File: src/rtl/decode_stage.sv
// rtl/decode_stage.sv - single-entry registered RV32I decode stage between fetch and dispatch queue
//
// Optional feature macro: DECODE_PERF_CNT_EN (adds perf_decoded / perf_stall counters)
//
// Ports:
//   clk, rst                  core clock, asynchronous active-high reset
//   flush                     drop the held instruction and refuse input this cycle
//   fetch_valid/ready         handshake for fetch_instr / fetch_pc
//   dq_full, dq_w_en          dispatch queue backpressure and write strobe
//   dec_*                     registered decode results presented to the queue
//   perf_decoded, perf_stall  accept and stall counters (DECODE_PERF_CNT_EN only)
module decode_stage #(
    parameter int XLEN = 32
) (
    input  logic            clk,
    input  logic            rst,
    input  logic            flush,
    input  logic            fetch_valid,
    input  logic [XLEN-1:0] fetch_instr,
    input  logic [XLEN-1:0] fetch_pc,
    output logic            fetch_ready,
    input  logic            dq_full,
    output logic            dq_w_en,
    output logic [XLEN-1:0] dec_pc,
    output logic [6:0]      dec_opcode,
    output logic [4:0]      dec_rd,
    output logic [4:0]      dec_rs1,
    output logic [4:0]      dec_rs2,
    output logic [2:0]      dec_funct3,
    output logic [6:0]      dec_funct7,
    output logic [XLEN-1:0] dec_imm,
    output logic            dec_uses_rs1,
    output logic            dec_uses_rs2,
    output logic            dec_writes_rd,
    output logic            dec_illegal
`ifdef DECODE_PERF_CNT_EN
    ,
    output logic [31:0]     perf_decoded,
    output logic [31:0]     perf_stall
`endif
);

    localparam logic [6:0] OPC_LUI      = 7'b0110111;
    localparam logic [6:0] OPC_AUIPC    = 7'b0010111;
    localparam logic [6:0] OPC_JAL      = 7'b1101111;
    localparam logic [6:0] OPC_JALR     = 7'b1100111;
    localparam logic [6:0] OPC_BRANCH   = 7'b1100011;
    localparam logic [6:0] OPC_LOAD     = 7'b0000011;
    localparam logic [6:0] OPC_STORE    = 7'b0100011;
    localparam logic [6:0] OPC_OP_IMM   = 7'b0010011;
    localparam logic [6:0] OPC_OP       = 7'b0110011;
    localparam logic [6:0] OPC_MISC_MEM = 7'b0001111;
    localparam logic [6:0] OPC_SYSTEM   = 7'b1110011;

    logic            out_valid;
    logic            accept;
    logic [XLEN-1:0] instr_q;

    logic [XLEN-1:0] nxt_imm;
    logic            nxt_uses_rs1;
    logic            nxt_uses_rs2;
    logic            nxt_writes_rd;
    logic            nxt_illegal;

    logic [XLEN-1:0] imm_i;
    logic [XLEN-1:0] imm_s;
    logic [XLEN-1:0] imm_b;
    logic [XLEN-1:0] imm_u;
    logic [XLEN-1:0] imm_j;
    logic            rd_nonzero;

    assign fetch_ready = !flush && (!out_valid || !dq_full);
    assign accept      = fetch_valid && fetch_ready;
    assign dq_w_en     = out_valid && !dq_full && !flush;

    // Raw fields come straight from the held word, so they are copied
    // verbatim even for illegal encodings and are zero after reset.
    assign dec_opcode = instr_q[6:0];
    assign dec_rd     = instr_q[11:7];
    assign dec_funct3 = instr_q[14:12];
    assign dec_rs1    = instr_q[19:15];
    assign dec_rs2    = instr_q[24:20];
    assign dec_funct7 = instr_q[31:25];

    assign imm_i = {{20{fetch_instr[31]}}, fetch_instr[31:20]};
    assign imm_s = {{20{fetch_instr[31]}}, fetch_instr[31:25], fetch_instr[11:7]};
    assign imm_b = {{20{fetch_instr[31]}}, fetch_instr[7], fetch_instr[30:25],
                    fetch_instr[11:8], 1'b0};
    assign imm_u = {fetch_instr[31:12], 12'b0};
    assign imm_j = {{12{fetch_instr[31]}}, fetch_instr[19:12], fetch_instr[20],
                    fetch_instr[30:21], 1'b0};
    assign rd_nonzero = (fetch_instr[11:7] != 5'd0);

    always_comb begin
        nxt_imm       = '0;
        nxt_uses_rs1  = 1'b0;
        nxt_uses_rs2  = 1'b0;
        nxt_writes_rd = 1'b0;
        nxt_illegal   = 1'b0;
        if (fetch_instr[1:0] != 2'b11) begin
            nxt_illegal = 1'b1;
        end else begin
            case (fetch_instr[6:0])
                OPC_LUI, OPC_AUIPC: begin
                    nxt_imm       = imm_u;
                    nxt_writes_rd = rd_nonzero;
                end
                OPC_JAL: begin
                    nxt_imm       = imm_j;
                    nxt_writes_rd = rd_nonzero;
                end
                OPC_JALR, OPC_LOAD, OPC_OP_IMM: begin
                    nxt_imm       = imm_i;
                    nxt_uses_rs1  = 1'b1;
                    nxt_writes_rd = rd_nonzero;
                end
                OPC_BRANCH: begin
                    nxt_imm      = imm_b;
                    nxt_uses_rs1 = 1'b1;
                    nxt_uses_rs2 = 1'b1;
                end
                OPC_STORE: begin
                    nxt_imm      = imm_s;
                    nxt_uses_rs1 = 1'b1;
                    nxt_uses_rs2 = 1'b1;
                end
                OPC_OP: begin
                    nxt_uses_rs1  = 1'b1;
                    nxt_uses_rs2  = 1'b1;
                    nxt_writes_rd = rd_nonzero;
                end
                OPC_MISC_MEM, OPC_SYSTEM: begin
                    nxt_imm = imm_i;
                end
                default: begin
                    nxt_illegal = 1'b1;
                end
            endcase
        end
    end

    // Only out_valid changes on flush or drain; the fields are left as they
    // are so the queue sees stable data whenever out_valid is high.
    always_ff @(posedge clk or posedge rst) begin
        if (rst) begin
            out_valid     <= 1'b0;
            instr_q       <= '0;
            dec_pc        <= '0;
            dec_imm       <= '0;
            dec_uses_rs1  <= 1'b0;
            dec_uses_rs2  <= 1'b0;
            dec_writes_rd <= 1'b0;
            dec_illegal   <= 1'b0;
        end else if (flush) begin
            out_valid <= 1'b0;
        end else if (accept) begin
            out_valid     <= 1'b1;
            instr_q       <= fetch_instr;
            dec_pc        <= fetch_pc;
            dec_imm       <= nxt_imm;
            dec_uses_rs1  <= nxt_uses_rs1;
            dec_uses_rs2  <= nxt_uses_rs2;
            dec_writes_rd <= nxt_writes_rd;
            dec_illegal   <= nxt_illegal;
        end else if (dq_w_en) begin
            out_valid <= 1'b0;
        end
    end

`ifdef DECODE_PERF_CNT_EN
    // Counters deliberately ignore flush; they wrap naturally at 2^32.
    always_ff @(posedge clk or posedge rst) begin
        if (rst) begin
            perf_decoded <= '0;
            perf_stall   <= '0;
        end else begin
            if (accept) begin
                perf_decoded <= perf_decoded + 32'd1;
            end
            if (out_valid && dq_full) begin
                perf_stall <= perf_stall + 32'd1;
            end
        end
    end
`endif

endmodule
File: config.mk
export PLATFORM = sky130hd
export DESIGN_NAME = decode_stage
export DESIGN_NICKNAME = d
export VERILOG_FILES = /design/src/rtl/decode_stage.sv
export SDC_FILE = /design/constraint.sdc
export NUM_CORES = 1
export LEC_CHECK = 0
export CORE_UTILIZATION = 25
export CTS_BUF_LIST = sky130_fd_sc_hd__clkbuf_8 sky130_fd_sc_hd__clkbuf_16
export DETAILED_ROUTE_END_ITERATION = 10
export GPL_TIMING_DRIVEN = 1
export PLACE_DENSITY = 0.54
export SKIP_CTS_REPAIR_TIMING = 1
export SLEW_MARGIN = 0
export SYNTH_ARGS = -nofsm -noshare
export SYNTH_HDL_FRONTEND = slang
export SYNTH_SLANG_ARGS = --single-unit
File: constraint.sdc
create_clock -name clk -period 3.6 [get_ports clk]
set_input_delay 0.36 -clock clk [delete_from_list [all_inputs] [get_ports clk]]
set_output_delay 0.36 -clock clk [all_outputs]
set_load 0.03 [all_outputs]
## Word-level counts from Yosys, hierarchy flattened

Index checks and enable logic that the tools add are counted.

| storage, ports and cells | value |
|---|---|
| register bits after elaboration | 101 |
| logic and storage cells | 51 |
| output and inout port bits | 102 |

| operators by class | value |
|---|---|
| reductions and logical operators | 17 |
| bitwise operators | 1 |
| mux-type cells | 13 |
| equal/unequal tests | 12 |

Operators with widths:

| cell | number |
|---|---|
| 32-bit case mux with 5 select lines | 1 |
| 32-bit two-way mux | 1 |
| 7-bit == test (second input constant) | 4 |
| 7-bit by 6-bit == test with 1-bit output (second input constant) | 3 |
| 7-bit by 5-bit == test with 1-bit output (second input constant) | 2 |
| 1-bit two-way mux | 11 |
| 11-bit OR reduction | 1 |
| 7-bit by 2-bit == test with 1-bit output (second input constant) | 1 |
| 7-bit by 4-bit == test with 1-bit output (second input constant) | 1 |
| 7-bit OR reduction | 1 |
| 6-bit OR reduction | 1 |
| 5-bit nonzero test | 1 |
| 5-bit OR reduction | 1 |
| 1-bit logical AND | 4 |
| 1-bit logical NOT | 3 |
| 3-bit nonzero test | 1 |
| 3-bit OR reduction | 1 |
| 2-bit != test (second input constant) | 1 |
| 2-bit AND reduction | 1 |
| 2-bit OR reduction | 1 |
| 1-bit logical OR | 1 |
| 1-bit inverter | 1 |

## Depth between registers and ports, before layout

Gate-level depths: netlist of run 1.

| logic depth | value |
|---|---|
| depth in word-level cells | 6 |
| gate-level depth with buffers | 7 |
| mapped depth without buffers | 5 |

## Worst setup path after synthesis of run 1

Ideal clock, no wire load.

| timing path | value |
|---|---|
| path kind | register to register |
| from | register out_valid |
| to | register dec_imm[20] |
| stages on the path, launching flop included | 8 |
| data required time | 3,534 ps |
| setup time | 66 ps |
| path buffers | 2 |
| arrival | 1,674 ps |
| slack | 1,859 ps |
| cells stage by stage | dfrtp_1 -> a21oi_2 -> and2_1 -> buf_4 -> nand2_4 -> nor4_4 -> buf_4 -> a221o_1 |

| between the ends | value |
|---|---|
| longest elaborated chain between the ends | 5 |

RTL lines:

| item | line | text |
|---|---|---|
| start: declaration | 55 | `logic out_valid;` |
| start signal: assignment | 146 | `out_valid <= 1'b0;` |
| start signal: assignment | 155 | `out_valid <= 1'b0;` |
| start signal: assignment | 157 | `out_valid <= 1'b1;` |
| 1-bit logical NOT | 72 | `assign fetch_ready = !flush && (!out_valid \|\| !dq_full);` |
| 1-bit logical OR | 72 |  |
| 1-bit logical AND | 72 |  |
| via fetch_ready | 21 | `output logic fetch_ready,` |
| 1-bit logical AND | 73 | `assign accept = fetch_valid && fetch_ready;` |
| 2-bit AND reduction (no line) | n/a |  |
| end signal: assignment | 160 | `dec_imm <= nxt_imm;` |
| end: declaration | 31 | `output logic [XLEN-1:0] dec_imm,` |

The timed path passes the listed nets, and every way through them passes these cells.
A chain may end at the register's enable or synchronous reset.

## Worst setup path after layout of run 1

| timing path | value |
|---|---|
| from | input fetch_instr[3] |
| to | register dec_imm[5] |

| between the ends | value |
|---|---|
| longest elaborated chain between the ends | 4 |
| elaborated cells between the ends (all ways) | 14 |
| classes of those cells | eq/ne (10); mux (2); reduce/logical (2) |

RTL lines:

| item | line | text |
|---|---|---|
| start: declaration | 19 | `input logic [XLEN-1:0] fetch_instr,` |
| 7-bit by 4-bit == test with 1-bit output (tied with other cells) | 103 | `case (fetch_instr[6:0])` |
| 5-bit OR reduction (no line) / 2-bit OR reduction (equally long branches) | n/a |  |
| 32-bit case mux with 5 select lines (*) | 103 |  |
| 32-bit two-way mux (*) | 100 | `if (fetch_instr[1:0] != 2'b11) begin` |

Every way passes the cells marked *; elsewhere a longest branch is shown, timed or not.

==> results by group, run 1 <==
Run
  – Max Cap Violations: 0

Placed design
  – GP Congestion: approximately 0.84
  – Port-buffer cells: 170
  – Area after DPL: 6145 um^2
  – Placed wire-length estimate: 8.925 mm
  – Pre-CTS WS: approximately 1000 ps

Timing
  – Clock Skew: 3.800 ps
  – Relative slew margins: a little under half
  – Max Freq: 448.2 MHz
  – RSZ-0062 raised after global routing: false
  – Final Hold Slack: roughly 450 ps
  – Max Slew Vio Count: 0
  – Final clock period utilization by the worst path: between 60% and 70%
  – Final setup vio count: 0
  – Tightest Pin Transition: roughly 800 ps
  – Setup TNS: 0 ps
  – Worst Setup Slack, final: 1369 ps
  – Min cycle time layout: 2231 ps
  – Final hold vios: 0

Drt
  – Post-route DRC violation count: 0
  – Vias: 3674
  – Iteration-0 DRC Markers: 159
  – WL per Instance: 16.14 um
  – Vias per Instance: ~4.6
  – Drt pass-1 iters: 4
  – Antenna Nets Post-Route: 0
  – Routed Wire Length: ~13 mm

Floorplan
  – Core Area: 16580 um^2
  – Die area: 17570 um^2
  – Die H: 132.5 um
  – Starting density of the core: 25.69%
  – Num ports: 171
  – Chip width: 132.5 um
  – Placement Rows: 47

Finish
  – Final instance area: between 6000 and 7000 um^2
  – Commonest non-fill, non-tap cell in the layout: nand2_1
  – Antenna Cells: 0
  – Area Overhead vs Synth: 50.48%
  – Number of fill cells: 1603
  – Most frequent cells in the layout: 171 x nand2_1, 170 x clkdlybuf4s50_1, 101 x dfrtp_1
  – Share of cells above drive strength 1: 7.069%
  – Fin nets: 646

Global route
  – Largest net degree at the start of global routing: 61
  – Total grt overflow: 0
  – Global-route wire length before repair: 20.82 mm
  – Initial antenna violation count: 0
  – Total global-route track usage: 15.21%
  – Number of global-route vias before repair: between 3000 and 4000

Power and ir drop
  – Sequential power share: between 40% and 50%
  – P_sw: 0.9347 mW
  – Sw Ratio: 30.95%
  – Static leakage: 2.996 nW
  – PD cells: ~470 nW/um^2
  – Comb pwr share: 26.5%
  – Clock power frac: about 30%
  – Max IR drop VDD: between 0.2 and 0.25 mV
  – P_int: approximately 2.1 mW

Clock tree
  – Total CTS buffers: 9
  – Clk Latency, worst-skew pair: 340 ps
  – TritonCTS clock tree: yes
  – Clock Tree Buf Depth: 2
  – Clock sink count: 101
  – Clock Pin Slew Worst Setup and Hold Paths: 70 ps
  – H-tree levels: 3
  – Clock root buffer: clkbuf_16

Setup path
  – R2r setup slk: 1640 ps
  – Worst-path maximum fanout: 11
  – CP peak stage delay: between 600 and 700 ps
  – CP delay by family, top: simple AND/OR/NAND/NOR gates
  – CP Launch Type: input pin
  – CP Capture Type: flop
  – Critical path buffers and inverters: 1
  – Crit path DAT: between 2000 and 3000 ps
  – Worst-path cell chain: clkdlybuf4s50_1 -> nor2_1 -> a22o_1 -> a22oi_1 -> nor2_1 -> a22o_1
  – CP max-delay cell: clkdlybuf4s50_1
  – Worst Path Required: 3880 ps
  – Crit Path Class: in -> reg

Synthesis
  – Ys Warns: 0
  – Seq/Total Area, Yosys: between 50% and 60%
  – Synthesized instance count: 418
  – Distinct cells, synth: 44
  – Post-synth top area share: just under 60%
  – Yosys reg bits: 101
  – Syn Nets: 487
  – Syn_area_per_cell: 10.19 um^2
  – Netlist Area Pre-Place: 4260 um^2
  – Yosys top cell by area: dfrtp_1
  – Synth area leaders: dfrtp_1 59%, nand2_1 15%, a22o_1 4.5%, a221o_1 2.6%, mux2_2 2.4%

Min path
  – Hold Path Class: in -> async

Outcome
  – Status: completed
[flip-flops by register name, summed over array words and instances, names as in the netlist]
signal         cells
dec_writes_rd      1
dec_illegal        1
instr_q           32
out_valid          1
dec_uses_rs2       1
dec_uses_rs1       1
dec_pc            32
dec_imm           32
[layer usage]
layer	part of all wire [%]	global-route usage (%)	up-vias	wire (um)
met2	44	23.36	159	5703
met1	48	20.96	1773	6177
met5	0	0	-	0
met4	1.1	4.151	0	145
met3	6.9	4.215	14	885
li1	-	-	1728	-
[per-stage QoR]
step	total power [mW]	util, %	cells
2_1_floorplan	1.755	-	418
3_3_place_gp	2.133	37.05	786
3_5_place_dp	2.144	37.05	786
4_1_cts	3.066	38.66	800
5_1_grt	3.164	38.66	800
6_report	3.020	38.66	800
[power by group through the flow]
stage / sequential, mW / clock (mW) / combinational, mW
floorplan: 1.57 / 0 / 0.186
global placement: 1.33 / 0 / 0.801
detailed placement: 1.34 / 0 / 0.809
CTS: 1.32 / 0.940 / 0.810
global route: 1.33 / 0.982 / 0.853
finish: 1.31 / 0.904 / 0.801
[cells by family (layout without fill, tap and decap cells)]
family / after synthesis / after routing / share of synthesized area (%)
flops: 101 / 101 / 59.32
simple gates: 203 / 203 / 20.03
compound gates: 73 / 73 / 14.24
buf+inv: 31 / 193 / 3.759
mux: 9 / 9 / 2.379
fa+ha+maj: 1 / 1 / 0.2643
[path summary, 6_finish.rpt]
check / depth (start not counted) / start / endpoint
min in group clk: 2 / instr_q[13] / instr_q[13]
setup / recovery: 6 / fetch_instr[3] / dec_imm[5]
setup reg to reg: 4 / out_valid / instr_q[7]
max in group asynchronous: 3 / rst / dec_pc[21]
hold reg to reg: 2 / instr_q[13] / instr_q[13]
hold / removal: 2 / rst / dec_pc[14]
[cells in the mapped netlist, drive strengths merged]
master	number
a21o	11
a22o	22
nor4	1
nand3	4
nand4	1
o2111ai	1
maj3	1
or4	1
o21ai	8
clkbuf	6
nor3	5
nor3b	2
o22a	1
mux2	9
a2bb2oi	1
and2	3
and4b	1
a22oi	1
dfrtp	101
nand2	173
nand2b	2
a21bo	1
a21oi	6
buf	22
and3	1
nor2	7
nand3b	1
o22ai	3
a32o	5
a211oi	1
a31oi	1
nor2b	1
a221o	11
inv	3
[cell type report]
class	count	area [um^2]	area share [%]
clock buffers	11	252.7	3.942
clock inverters	3	13.76	0.2147
inverters	3	13.76	0.2147
multi-input cells	286	1582	24.67
flip-flops and latches	101	2527	39.42
well taps	220	275.3	4.294
repair buffers	176	1747	27.24
Power figures use the tool's default switching activity.
==> inputs of run 2 (changes only) <==
clock period = 2.1 ns   (was 3.6 ns; I/O delays follow)
==> results by group, run 2 (same netlist as run 1, synthesis figures left out) <==
Timing
  – Min cycle time layout: between 1500 and 2000 ps
  – Tightest Pin Transition: 738.0 ps (-63.78 ps)
  – Relative slew margins: 50.53% (+4.0 points)
  – Final clock period utilization by the worst path: 94.50%
  – Final Hold Slack: 286.5 ps (-163.0 ps)
  – Clock Skew: 4.418 ps (+0.6181 ps)
  – Setup TNS: 0 ps (unchanged)
  – RSZ-0062 raised after global routing: false
  – Max Freq: approximately 500 MHz
  – Final setup vio count: 0 (unchanged)
  – Final hold vios: 0 (unchanged)
  – Worst Setup Slack, final: 115.5 ps (-1254 ps)
  – Max Slew Vio Count: 0 (unchanged)

Outcome
  – Status: completed

Finish
  – Top Registers: dec_imm: 32 flops, dec_pc: 32 flops, instr_q: 32 flops
  – Share of cells above drive strength 1: 11.68% (+4.6 points)
  – Register area: 2527 um^2 (unchanged)
  – Post-layout util: 40.34% (+1.7 points)
  – Most frequent cells in the layout: 171 x nand2_1, 170 x clkdlybuf4s50_1, 101 x dfrtp_1
  – Antenna Cells: 0 (unchanged)
  – Commonest non-fill, non-tap cell in the layout: nand2_1
  – Area Overhead vs Synth: 57.03%
  – Fin nets: 672 (+4.0%)
  – Multi-input combinational cell area: 1587 um^2 (+0.32%)
  – Final instance area: 6690 um^2 (+4.4%)
  – Number of fill cells: 1639 (+2.2%)

Floorplan
  – Placement Rows: 47 (unchanged)
  – Core Area: 16580 um^2 (unchanged)
  – Num ports: 171 (unchanged)
  – Chip width: 132.5 um (unchanged)
  – Starting density of the core: 25.69% (unchanged)
  – Die area: 17570 um^2 (unchanged)
  – Die H: 132.5 um (unchanged)

Power and ir drop
  – PD cells: 792.1 nW/um^2 (+68%)
  – P_int: 3.583 mW (+72%)
  – Static leakage: 3.130 nW (+4.5%)
  – Sw Ratio: 32.39% (+1.4 points)
  – Sequential power share: 42.5% (-1.0 points)
  – Clock power frac: 30.7% (+0.8 points)
  – P_sw: 1.716 mW (+84%)
  – Max IR drop VDD: 0.4138 mV (+110%)
  – Comb pwr share: 26.8% (+0.3 points)

Global route
  – Global-route wire length before repair: 21.14 mm (+1.6%)
  – Number of global-route vias before repair: 3827 (+2.9%)
  – Total grt overflow: 0 (unchanged)
  – Initial antenna violation count: 0 (unchanged)
  – Largest net degree at the start of global routing: 102 (+67%)
  – Total global-route track usage: 15.64% (+0.43 points)

Drt
  – Post-route DRC violation count: 0 (unchanged)
  – Routed Wire Length: 13.14 mm (+1.8%)
  – Vias: 3781 (+2.9%)
  – Vias per Instance: 4.566 (-0.57%)
  – Antenna Nets Post-Route: 0 (unchanged)
  – Drt pass-1 iters: 4 (unchanged)
  – WL per Instance: 15.87 um (-1.7%)
  – Iteration-0 DRC Markers: 210 (+32%)

Setup path
  – CP Launch Type: flop
  – CP max-delay cell: clkdlybuf4s50_1
  – Worst Path Required: 1890 ps (-1990 ps)
  – CP Capture Type: output pin
  – Setup crit end: fetch_ready
  – Worst-path cell chain: a21oi_2 -> buf_4 -> clkdlybuf4s50_1
  – CP delay by family, top: buffers and inverters
  – Reg2reg path depth: 6 (+2)
  – CP peak stage delay: 660 ps (+30 ps)
  – Critical R2R Launch: out_valid
  – CP startpoint: out_valid
  – Crit path DAT: 1770 ps (-740 ps)
  – Worst-path maximum fanout: 3 (-8)
  – Worst r2r dst: dec_imm[8]
  – Crit Path Class: reg -> out
  – Critical path buffers and inverters: 2 (+1)
  – Crit. path cell count: 3 (-3)
  – R2r setup slk: 310 ps (-1330 ps)

Clock tree
  – Total CTS buffers: 9 (unchanged)
  – Clock Tree Buf Depth: 2 (unchanged)
  – TritonCTS clock tree: yes
  – H-tree levels: 3 (unchanged)
  – Clock root buffer: clkbuf_16
  – Clk Latency, worst-skew pair: 350 ps (about the same)
  – Clock sink count: 101 (unchanged)
  – Clock Pin Slew Worst Setup and Hold Paths: 80 ps (about the same)

Run
  – Max Cap Violations: 0 (unchanged)

Placed design
  – Pre-CTS WS: -405.7 ps (-1380 ps)
  – GP Congestion: 0.8762 (+4.2%)
  – Placed wire-length estimate: 9.171 mm (+2.8%)
  – Port-buffer cells: 170 (unchanged)
  – Area after DPL: 6404 um^2 (+4.2%)

Min path
  – Hold Path Class: in -> async
-- run 2: changes by cell type in the layout (fill, tap and decap cells not counted), sizes merged --
| cell | before | now |
|---|---|---|
| buf | 6 | 32 |
| clkbuf | 11 | 9 |
| clkinv | 2 | 1 |
| clkinvlp | 0 | 4 |
| inv | 4 | 5 |
-- run 2: worst min path at each step --
stage	start	to	slack, ps
after floorplan	flush	out_valid	280
after global placement	dec_pc[24]	dec_pc[24]	460
after detailed placement	dec_pc[27]	dec_pc[27]	460
after CTS	fetch_pc[4]	dec_pc[4]	360
after global routing	fetch_pc[0]	dec_pc[0]	370
final	rst	dec_pc[0]	290
-- run 2: worst min-delay path, cell delays in order --
cell and delay [ps]:
clkdlybuf4s50_1 440, clkinvlp_4 90, buf_12 360
-- run 2: metal layers --
metal  vias up  global-route usage (%)  wire [um]
met5         -                       0          0
met4         0                   5.939        254
met3        21                   4.368       1032
met2       171                   24.97       5980
met1      1803                   20.09       5870
li1       1786                       -          -
-- run 2: per-stage QoR --
stage,instances,total power [mW]
after floorplan,418,3.009
after global placement,812,3.709
after CTS,828,5.393
final,828,5.299
after detailed placement,812,3.727
after global routing,828,5.572
-- run 2: area by class of cell --
type	count	share of cell area (%)
clock buffer	9	3.366
clock inverter	7	0.8416
inverter	3	0.2244
multi-input combinational	286	23.71
sequential	101	37.78
tap	220	4.114
timing repair buffer	202	29.96
-- run 2: power groups by stage --
stage               Sequential (mW)  Clock (mW)  Combinational [mW]
CTS                            2.25        1.70                1.44
floorplan                      2.69           0               0.320
global route                   2.28        1.78                1.52
global placement               2.28           0                1.42
finish                         2.25        1.63                1.42
detailed placement             2.29           0                1.44
==> inputs of run 3 (changes only) <==
RECOVER_POWER = 100   (was unset)
TNS_END_PERCENT = 100   (was unset)
==> results by group, run 3 (same netlist as run 1, synthesis figures left out) <==
Outcome
  – Status: completed

Finish
  – Multi-input combinational cell area: 1579 um^2 (-0.47%)
  – Top Registers: dec_imm: 32 flops, dec_pc: 32 flops, instr_q: 32 flops
  – Number of fill cells: 1648 (+0.55%)
  – Most frequent cells in the layout: 172 x nand2_1, 102 x dlygate4sd3_1, 101 x dfrtp_1
  – Register area: 2527 um^2 (unchanged)
  – Area Overhead vs Synth: 56.01%
  – Share of cells above drive strength 1: 11.51% (-0.16 points)
  – Antenna Cells: 0 (unchanged)
  – Commonest non-fill, non-tap cell in the layout: nand2_1
  – Fin nets: 672 (unchanged)

Clock tree
  – Total CTS buffers: 9 (unchanged)
  – H-tree levels: 3 (unchanged)
  – Clock root buffer: clkbuf_16
  – Clock Tree Buf Depth: 2 (unchanged)
  – Clk Latency, worst-skew pair: 350 ps (about the same)
  – Clock sink count: 101 (unchanged)
  – TritonCTS clock tree: yes
  – Clock Pin Slew Worst Setup and Hold Paths: 80 ps (about the same)

Global route
  – Global-route wire length before repair: 21.14 mm (unchanged)
  – Met2 Track Usage GR: 24.97% (unchanged)
  – Largest net degree at the start of global routing: 102 (unchanged)
  – Total grt overflow: 0 (unchanged)
  – Number of global-route vias before repair: 3827 (unchanged)
  – GR peak layer: met2
  – Met3 Use GR: 4.368% (unchanged)
  – Total global-route track usage: 15.64% (unchanged)
  – Initial antenna violation count: 0 (unchanged)
  – Met1 Usage GRT: 20.09% (unchanged)

Drt
  – Antenna Nets Post-Route: 0 (unchanged)
  – Vias: 3765 (-0.42%)
  – Drt pass-1 iters: 4 (unchanged)
  – WL per Instance: 15.79 um (-0.48%)
  – Iteration-0 DRC Markers: 164 (-22%)
  – Routed Wire Length: 13.08 mm (-0.48%)
  – Vias per Instance: 4.547 (-0.42%)
  – Post-route DRC violation count: 0 (unchanged)

Setup path
  – CP max-delay cell: clkdlybuf4s50_1
  – Worst Path Required: 1890 ps (about the same)
  – Crit Path Class: reg -> out
  – CP peak stage delay: 660 ps (about the same)
  – Worst-path cell chain: a21oi_2 -> buf_4 -> clkdlybuf4s50_1
  – CP delay by family, top: buffers and inverters
  – CP Launch Type: flop
  – CP startpoint: out_valid
  – Critical path buffers and inverters: 2 (unchanged)
  – Worst-path maximum fanout: 3 (unchanged)
  – CP Capture Type: output pin
  – Crit path DAT: 1780 ps (about the same)
  – Critical R2R Launch: out_valid

Timing
  – Min cycle time layout: 1988 ps (+3.129 ps)
  – Max Slew Vio Count: 0 (unchanged)
  – Final clock period utilization by the worst path: 94.65% (+0.15 points)
  – Final hold vios: 0 (unchanged)
  – Setup TNS: 0 ps (unchanged)
  – Relative slew margins: 4.478% (-46 points)
  – Tightest Pin Transition: 1433 ps (+694.8 ps)
  – Worst Setup Slack, final: 112.4 ps (-3.129 ps)
  – Final setup vio count: 0 (unchanged)
  – Max Freq: 503.1 MHz (-0.16%)
  – RSZ-0062 raised after global routing: false
  – Clock Skew: 5.964 ps (+1.546 ps)

Power and ir drop
  – PD cells: 783.6 nW/um^2 (-1.1%)
  – Static leakage: 3.299 nW (+5.4%)
  – Overall power: 5.208 mW (-1.7%)
  – Max IR drop VDD: 0.4148 mV (+0.24%)

Placed design
  – GP Congestion: 0.8762 (unchanged)
  – Pre-CTS WS: -405.7 ps (unchanged)
  – Port-buffer cells: 170 (unchanged)
  – Placed wire-length estimate: 9.171 mm (unchanged)

Floorplan
  – Num ports: 171 (unchanged)
  – Placement Rows: 47 (unchanged)
  – Die area: 17570 um^2 (unchanged)
  – Chip width: 132.5 um (unchanged)
  – Starting density of the core: 25.69% (unchanged)
  – Die H: 132.5 um (unchanged)
  – Core Area: 16580 um^2 (unchanged)

Min path
  – Hold Path Class: in -> reg
  – Hold path start: fetch_pc[0]

Run
  – Max Cap Violations: 0 (unchanged)
run 3: layer usage:
layer	routed length, um	up-vias
met3	1097	19
met4	240	0
met5	0	-
met2	5971	179
li1	-	1790
met1	5765	1777
run 3: path summary, 6_finish.rpt:
| kind | endpoint | slack [ps] | cells past startpoint |
|---|---|---|---|
| max in group asynchronous | dec_pc[1] | 340 | 3 |
| min in group asynchronous | dec_pc[0] | 790 | 3 |
| max reg2reg | dec_imm[5] | 180 | 6 |
| max | fetch_ready | 110 | 3 |
| min | dec_pc[0] | 380 | 3 |
| min reg2reg | dec_pc[14] | 470 | 2 |
run 3: power breakdown:
part           switching (mW)  internal, mW
clock network           0.811         0.820
registers              0.0970          2.14
logic                   0.801         0.535
run 3: worst reg2reg max path: stages, from the launching register on:
cell and delay [ps]:
dfrtp_1 410, a21oi_2 210, nand2_4 80, clkbuf_4 140, clkbuf_2 370, buf_4 360
a22o_1 250
run 3: layout make-up:
| class | count | area share [%] |
|---|---|---|
| Clock buffer | 9 | 3.389 |
| Multi-Input combinational cell | 286 | 23.76 |
| Tap cell | 220 | 4.142 |
| Clock inverter | 7 | 0.8471 |
| Timing Repair Buffer | 202 | 29.61 |
| Inverter | 3 | 0.2259 |
| Sequential cell | 101 | 38.03 |
run 3: through the flow:
step,hold slack [ps],util [%],cells,cell area (um^2)
floorplan,276.4,-,418,4264
global placement,456.2,38.61,812,6404
detailed placement,461.4,38.61,812,6404
CTS,362.3,40.31,828,6685
global route,369.1,40.08,828,6646
finish,379.4,40.08,828,6646
